File: config.mk
export PLATFORM = sky130hd
export DESIGN_NAME = int_mult_arbiter
export DESIGN_NICKNAME = d
export VERILOG_FILES = /design/src/rtl/int_mult_pkg.sv /design/src/rtl/int_mult_tag_pipe.sv /design/src/rtl/int_mult_arbiter.sv
export SDC_FILE = /design/constraint.sdc
export NUM_CORES = 1
export LEC_CHECK = 0
export BUFFER_PORTS_ARGS = -buffer_cell sky130_fd_sc_hd__buf_2
export CAP_MARGIN = 20
export CORE_AREA = 2 2 54 56
export CTS_BUF_LIST = sky130_fd_sc_hd__clkbuf_8 sky130_fd_sc_hd__clkbuf_16
export CTS_CLUSTER_SIZE = 20
export DETAILED_ROUTE_END_ITERATION = 10
export DIE_AREA = 0 0 56 58
export GPL_TIMING_DRIVEN = 0
export PLACE_DENSITY_LB_ADDON = 0.25
export SYNTH_ARGS = -nofsm -noshare
export SYNTH_HDL_FRONTEND = slang
export SYNTH_SLANG_ARGS = --single-unit
File: constraint.sdc
create_clock -name clk -period 3.5 [get_ports clk]
set_input_delay 0 -clock clk [delete_from_list [all_inputs] [get_ports clk]]
set_output_delay 0 -clock clk [all_outputs]
set_load 0.05 [all_outputs]
File: src/rtl/int_mult_pkg.sv
// Shared types for the FFT/NTT multiplier-pool arbiter.
// Owner/state enums, the result tag bundle and the default pipeline depth.
package int_mult_pkg;

  typedef enum logic [1:0] {
    OWN_NONE,
    OWN_FFT,
    OWN_NTT
  } owner_e;

  typedef enum logic [1:0] {
    ST_IDLE,
    ST_FFT_OWN,
    ST_NTT_OWN
  } arb_state_e;

  typedef struct packed {
    logic fft;
    logic ntt;
  } tag_t;

  // Depth of the 54x54 multiplier pipeline.
  localparam int MULT_LATENCY_DEF = 6;

endpackage

File: src/rtl/int_mult_tag_pipe.sv
// Owner tag delay line matching the multiplier pipeline depth.
// Ports: clk, rst, din (tag in), dout (tag at pool output), pending (any tag in flight).
module int_mult_tag_pipe
  import int_mult_pkg::*;
#(
  parameter int DEPTH = MULT_LATENCY_DEF
) (
  input  logic clk,
  input  logic rst,
  input  tag_t din,
  output tag_t dout,
  output logic pending
);

  tag_t [DEPTH-1:0] pipe_q;

  always_ff @(posedge clk or posedge rst) begin
    if (rst) begin
      pipe_q <= '0;
    end else begin
      pipe_q[0] <= din;
      for (int i = 1; i < DEPTH; i++) begin
        pipe_q[i] <= pipe_q[i-1];
      end
    end
  end

  assign dout    = pipe_q[DEPTH-1];
  assign pending = |pipe_q;

endmodule

File: src/rtl/int_mult_arbiter.sv
// Grants the shared multiplier pool to FFT or NTT and tags issued ops by owner.
// Ports: req/issue per engine in; gnt, mux select, res_valid, hold_expired, busy, proto_err out.
module int_mult_arbiter
  import int_mult_pkg::*;
#(
  parameter int MULT_LATENCY = MULT_LATENCY_DEF,
  parameter int MAX_HOLD     = 256
) (
  input  logic clk,
  input  logic rst,
  input  logic fft_req,
  input  logic ntt_req,
  input  logic fft_issue,
  input  logic ntt_issue,
  output logic fft_gnt,
  output logic ntt_gnt,
  output logic grant_to_fft,
  output logic fft_res_valid,
  output logic ntt_res_valid,
  output logic hold_expired,
  output logic busy,
  output logic proto_err
);

  localparam int HW = (MAX_HOLD > 0) ? $clog2(MAX_HOLD + 1) : 1;
  localparam logic [HW-1:0] HOLD_MAX = HW'(MAX_HOLD);

  arb_state_e      state_q, state_d;
  owner_e          ptr_q;
  logic [HW-1:0]   hold_q;
  logic            gtf_q;
  logic            err_q;
  logic            fft_gnt_q, ntt_gnt_q;
  tag_t            acc, res_tag;
  logic            pending;

  always_comb begin
    state_d = state_q;
    unique case (state_q)
      ST_IDLE: begin
        if (fft_req && ntt_req)
          state_d = (ptr_q == OWN_NTT) ? ST_NTT_OWN : ST_FFT_OWN;
        else if (fft_req)
          state_d = ST_FFT_OWN;
        else if (ntt_req)
          state_d = ST_NTT_OWN;
      end
      ST_FFT_OWN:
        if (!fft_req) state_d = ntt_req ? ST_NTT_OWN : ST_IDLE;
      ST_NTT_OWN:
        if (!ntt_req) state_d = fft_req ? ST_FFT_OWN : ST_IDLE;
      default:
        state_d = ST_IDLE;
    endcase
  end

  always_ff @(posedge clk or posedge rst) begin
    if (rst) begin
      state_q   <= ST_IDLE;
      ptr_q     <= OWN_FFT;
      hold_q    <= '0;
      gtf_q     <= 1'b0;
      err_q     <= 1'b0;
      fft_gnt_q <= 1'b0;
      ntt_gnt_q <= 1'b0;
    end else begin
      state_q   <= state_d;
      fft_gnt_q <= (state_d == ST_FFT_OWN);
      ntt_gnt_q <= (state_d == ST_NTT_OWN);
      if (state_d != state_q)
        hold_q <= '0;
      else if (state_q != ST_IDLE && hold_q != HOLD_MAX)
        hold_q <= hold_q + 1'b1;
      // Round-robin: a release hands priority to the other engine.
      if (state_q == ST_FFT_OWN && state_d != ST_FFT_OWN)
        ptr_q <= OWN_NTT;
      else if (state_q == ST_NTT_OWN && state_d != ST_NTT_OWN)
        ptr_q <= OWN_FFT;
      // Idle keeps the last select so the pool mux stays quiet.
      if (state_d == ST_FFT_OWN)
        gtf_q <= 1'b1;
      else if (state_d == ST_NTT_OWN)
        gtf_q <= 1'b0;
      if ((fft_issue && !fft_gnt_q) || (ntt_issue && !ntt_gnt_q))
        err_q <= 1'b1;
    end
  end

  assign acc.fft = fft_issue & fft_gnt_q;
  assign acc.ntt = ntt_issue & ntt_gnt_q;

  int_mult_tag_pipe #(
    .DEPTH(MULT_LATENCY)
  ) u_tag_pipe (
    .clk    (clk),
    .rst    (rst),
    .din    (acc),
    .dout   (res_tag),
    .pending(pending)
  );

  assign fft_gnt       = fft_gnt_q;
  assign ntt_gnt       = ntt_gnt_q;
  assign grant_to_fft  = gtf_q;
  assign fft_res_valid = res_tag.fft;
  assign ntt_res_valid = res_tag.ntt;
  assign proto_err     = err_q;
  assign busy          = (state_q != ST_IDLE) | pending;
  assign hold_expired  = (MAX_HOLD != 0) && (hold_q == HOLD_MAX) &&
                         ((state_q == ST_FFT_OWN && ntt_req) ||
                          (state_q == ST_NTT_OWN && fft_req));

endmodule

# Word-level counts from Yosys, hierarchy flattened
# Cells that the tools add are included.
totals:
  out_inout_bits: 8
  latch_bits: 0
  mem_count: 0
  ram_bits: 0
  register_bits: 29
  in_bits: 6
  word_cells: 67
  rom_bits: 0
classes:
  eq_ne: 10
  n_lt_le_gt_ge: 0
  shifts: 0
  n_div: 0
  addsub: 1
  bitwise: 3
  n_mux: 15
  multipliers: 0
  reduce_logical: 19
ops:
  columns: ["op", "count"]
  rows:
  - ["2-to-1 mux 2 bit", 9]
  - ["2-to-1 mux 9 bit", 2]
  - ["OR reduction 12 bit", 1]
  - ["adder 9 x 1 -> 9 bit, second input constant", 1]
  - ["equality test 9 bit, second input constant", 1]
  - ["logical AND 1 bit", 9]
  - ["!= test 9 bit, second input constant", 1]
  - ["nonzero test 2 bit", 4]
  - ["equality test 2 bit, second input constant", 3]
  - ["one-hot mux 2 bit (3 select lines)", 1]
  - ["equality test 2 x 1 -> 1 bit, second input constant", 2]
  - ["2-to-1 mux 1 bit", 3]
  - ["AND 1 bit", 2]
  - ["zero test 1 bit", 2]
  - ["zero test 2 bit", 1]
  - ["logical OR 1 bit", 2]
  - ["!= test 2 x 1 -> 1 bit, second input constant", 1]
  - ["!= test 2 bit", 1]
  - ["!= test 2 bit, second input constant", 1]
  - ["bitwise OR 1 bit", 1]

# Longest topological paths before layout
depth:
  depth_word: 8
  ltp_mapped: 8
  ltp_nobuf: 7

# Hierarchy
# Synthesis repeated with hierarchy kept, for this count alone.
hier_totals:
  cells_unflattened: 120
  area_unflattened_um2: 1313.8
modules_own_cells:
  columns: ["module", "area_each_um2", "instances", "cells_per_inst", "seq_area_each_um2"]
  rows:
  - ["int_mult_arbiter", 970.9, 1, 101, 426.7]
  - ["int_mult_tag_pipe", 342.8, 1, 19, 300.3]

# Least setup slack after synthesis
# No wires, ideal clock.
synth_timing:
  path_type: "reg2out"
  startpoint: "register hold_q[0]"
  endpoint: "output hold_expired"
  path_stages_with_launch: 5
  required_ns: 3.500
  path_slack_ns: 1.222
  path_buffers: 0
  arrival_ns: 2.278
  cell_sequence: "dfrtp_1 > inv_1 > ha_1 > or4b_1 > a211oi_1"
synth_via:
  elab_chain_len: 2
synth_rtl:
  columns: ["element", "line", "rtl"]
  rows:
  - ["from (decl)", "int_mult_arbiter.sv:30", "logic [HW-1:0] hold_q;"]
  - ["from (signal assigned)", "int_mult_arbiter.sv:73", "hold_q <= hold_q + 1'b1;"]
  - ["equality test 9 bit", "int_mult_arbiter.sv:109", "assign hold_expired = (MAX_HOLD != 0) && (hold_q == HOLD_MAX) &&"]
  - ["logical AND 1 bit", "int_mult_arbiter.sv:109", null]
  - ["to (decl)", "int_mult_arbiter.sv:20", "output logic hold_expired,"]
# No other way between the ends.

# Final worst setup path
# Ends and elaborated chain as after synthesis.

==> impl_metrics.tcl <==
set metrics [dict create \
    grt_max_degree 30 \
    fin_nets 149 \
    holdWs_ns 0.0237 \
    startpoint_type "register" \
    drt-pass1-iter-count 4 \
    grt_antenna_before_repair 0 \
    clockBufferDepth 2 \
    grt.overflow.total 0 \
    remaining_drc_errors 0 \
    arrival_ns 2.04 \
    yosysSeqAreaShare_pct 56.7 \
    ant_nets 0 \
    syn_inst 114 \
    rr_worst_depth 5 \
    final_common_cell "dfrtp_1" \
    post_drt_wl_per_cell_um 13.6 \
    grt_pass1_vias 933 \
    path_clk_slew_ns 0.06 \
    drt_wl_total_mm 2.32 \
    leakage_nw 0.696 \
    clock_skew_ns 0.00280 \
    fillCellCount 232 \
    maxCapViolCount 0 \
    area_growth_pct 22.8 \
    rsz0062_at_grt "false" \
    initialDrtViolationCount 24 \
    status "complete, no violations" \
    vias 957 \
    r2r_start "hold_q[0]" \
    syn_area_per_cell_sq_um 11.2 \
    die_y_um 58 \
    min_path_type "input port to register" \
    antenna_cells 0 \
    drive_gt1_share_pct 21.4 \
    ys.flop_type "dfrtp_1" \
    numCtsBuffers 5 \
    final_cell_mix "28 x dfrtp_1, 15 x buf_2, 11 x o21ai_0" \
    die_x_um 56 \
    core_sq_um 2660 \
    setup_viol 0 \
    synth_edf_count 0 \
    critPathCapture "hold_expired" \
    grt_usage_pct 17.4 \
    crit_required_ns 3.50 \
    path_class "register to primary output" \
    synth_nets 124 \
    clk-insertion-delay-late_ns 0.28 \
    worst-path-max-fanout 5 \
    cp-end-kind "primary output" \
    hold_viol 0 \
    ys_warn_count 0 \
    cp_slowest_cell "or4b_1" \
    period_share_pct 58.3 \
    cts-root-buf "clkbuf_8" \
    r2r_setup_slack_ns 1.77 \
    tritoncts "yes" \
    slew-limit-headroom_pct 55.5 \
    viasPerCell 5.60 \
    start_util_pct 48.1 \
    grt_pass1_wl_mm 4.15 \
    timing.rr.end "hold_q[0]" \
    fin_util_pct 59.1 \
    power_density_nw_per_um2 680 \
    hpwl_mm 1.65 \
    netlist_area_sq_um 1280 \
    portBuffers 13 \
    post_synth_num_cell_types 31 \
    fmax_ghz 0.490 \
    crit_chain "inv_1 > ha_1 > or4b_1 > a211oi_1 > buf_2" \
    drv_slew 0 \
    cp-startpoint "hold_q[0]" \
    fin_tns_setup_ns 0 \
    ys_seq_elements 29 \
    worstMarginPinSlew_ns 0.667 \
    max_stage_delay_ns 0.51 \
    dieArea_sq_um 3250 \
    place_congestion 0.733 \
    postSynth.asyncResetShare_pct 100 \
    period_minus_slack_ns 2.04 \
    rows 19 \
    cts_sinks 29 \
    htree_levels 2 \
    cts_setup_buffers 0 \
    pin_count 14 \
    irDropWorstVdd_mv 0.610 \
]
-- timing repair --
item                                    in CTS  in global routing
hold endpoints to repair                     4                 28
endpoints found under the setup margin       0                  0
hold buffers                                 3                  1
resized for setup                            0                  0
-- worst max-delay path, delay by kind of cell, from the launching register on --
family / cells / cell delay [ns]
simple gates: 1 / 0.51
fa+ha+maj: 1 / 0.16
flops: 1 / 0.43
compound gates: 1 / 0.23
buf+inv: 2 / 0.43
-- cell families (layout without fill, tap and decap cells) --
kind of cell,after synthesis,after routing,synth area share (%)
flip-flops,29,29,56.7
buffers and inverters,11,37,3.71
AND/OR/NAND/NOR,33,33,16.2
adder cells (fa/ha/maj),4,4,3.91
AO/OA/AOI/OAI,35,35,18.1
XOR/XNOR,2,2,1.37
-- cells in the mapped netlist, types with 2 or more instances --
| library cell | number | area (sq um) |
|---|---|---|
| or3_1 | 2 | 12.5 |
| inv_1 | 8 | 30.0 |
| o21a_1 | 3 | 22.5 |
| xor2_1 | 2 | 17.5 |
| nor4_1 | 4 | 25.0 |
| o31ai_1 | 2 | 15.0 |
| nor3_1 | 2 | 10.0 |
| buf_2 | 2 | 10.0 |
| a21oi_1 | 8 | 40.0 |
| nand3_1 | 2 | 10.0 |
| or4_1 | 2 | 15.0 |
| o211ai_1 | 2 | 15.0 |
| o2111ai_1 | 2 | 17.5 |
| nor4b_2 | 2 | 30.0 |
| o21ai_0 | 11 | 55.1 |
| nor2_1 | 6 | 22.5 |
| and2_1 | 2 | 12.5 |
| ha_1 | 4 | 50.1 |
| or4b_1 | 2 | 20.0 |
| nand2_1 | 5 | 18.8 |
| a211oi_1 | 3 | 22.5 |
| dfrtp_1 | 28 | 701 |
| a2111oi_1 | 2 | 20.0 |
-- layer usage --
| metal | track usage (%) | up-vias | share of wire, % |
|---|---|---|---|
| li1 | - | 469 | - |
| met1 | 18.6 | 460 | 44 |
| met2 | 30.4 | 20 | 49 |
| met3 | 6.70 | 8 | 4.6 |
| met4 | 8.16 | 0 | 2.7 |
| met5 | 0 | - | 0 |
-- how the worst min path moves through the flow --
| stage | start | to | slack, ns | cells past startpoint |
|---|---|---|---|---|
| 2_1_floorplan | rst | fft_gnt | 0.08 | 1 |
| 3_3_place_gp | fft_issue | u_tag_pipe.pipe_q[1] | 0.22 | 2 |
| 3_5_place_dp | ntt_issue | u_tag_pipe.pipe_q[0] | 0.23 | 2 |
| 4_1_cts | rst | ntt_gnt | 0.009 | 2 |
| 5_1_grt | fft_req | state_q[0] | 0.03 | 2 |
| 6_report | fft_req | state_q[0] | 0.02 | 2 |
-- layout make-up --
cell class	instances	area, sq um	share of cell area, %
Inverter	8	30.0	1.91
Tap cell	31	38.8	2.47
Timing Repair Buffer	18	133	8.43
Buffer	3	17.5	1.11
Sequential cell	29	727	46.2
Clock inverter	2	37.5	2.39
Multi-Input combinational cell	74	507	32.2
Clock buffer	6	82.6	5.25
-- report_power, final --
group	total, mW	switching (mW)	internal (mW)
Clock	0.356	0.125	0.231
Combinational	0.285	0.190	0.0952
Sequential	0.429	0.0360	0.393
-- state kept, by name (all words and copies together) (netlist names) --
| register | count |
|---|---|
| u_tag_pipe.pipe_q | 10 |
| hold_q | 9 |
| ptr_q | 2 |
| state_q | 2 |
| u_tag_pipe.dout | 2 |
| fft_gnt | 1 |
| grant_to_fft | 1 |
| ntt_gnt | 1 |
| proto_err | 1 |
-- through the flow --
step	cell area (sq um)	setup WS (ns)	power, mW	std cells
after floorplan	1280	1.22	0.643	114
after global placement	1390	1.82	0.703	158
after detailed placement	1390	1.75	0.714	158
after CTS	1540	1.46	1.08	169
after global routing	1570	1.35	1.14	171
final	1570	1.46	1.07	171
Note: power is estimated with default switching activity, not from simulation.
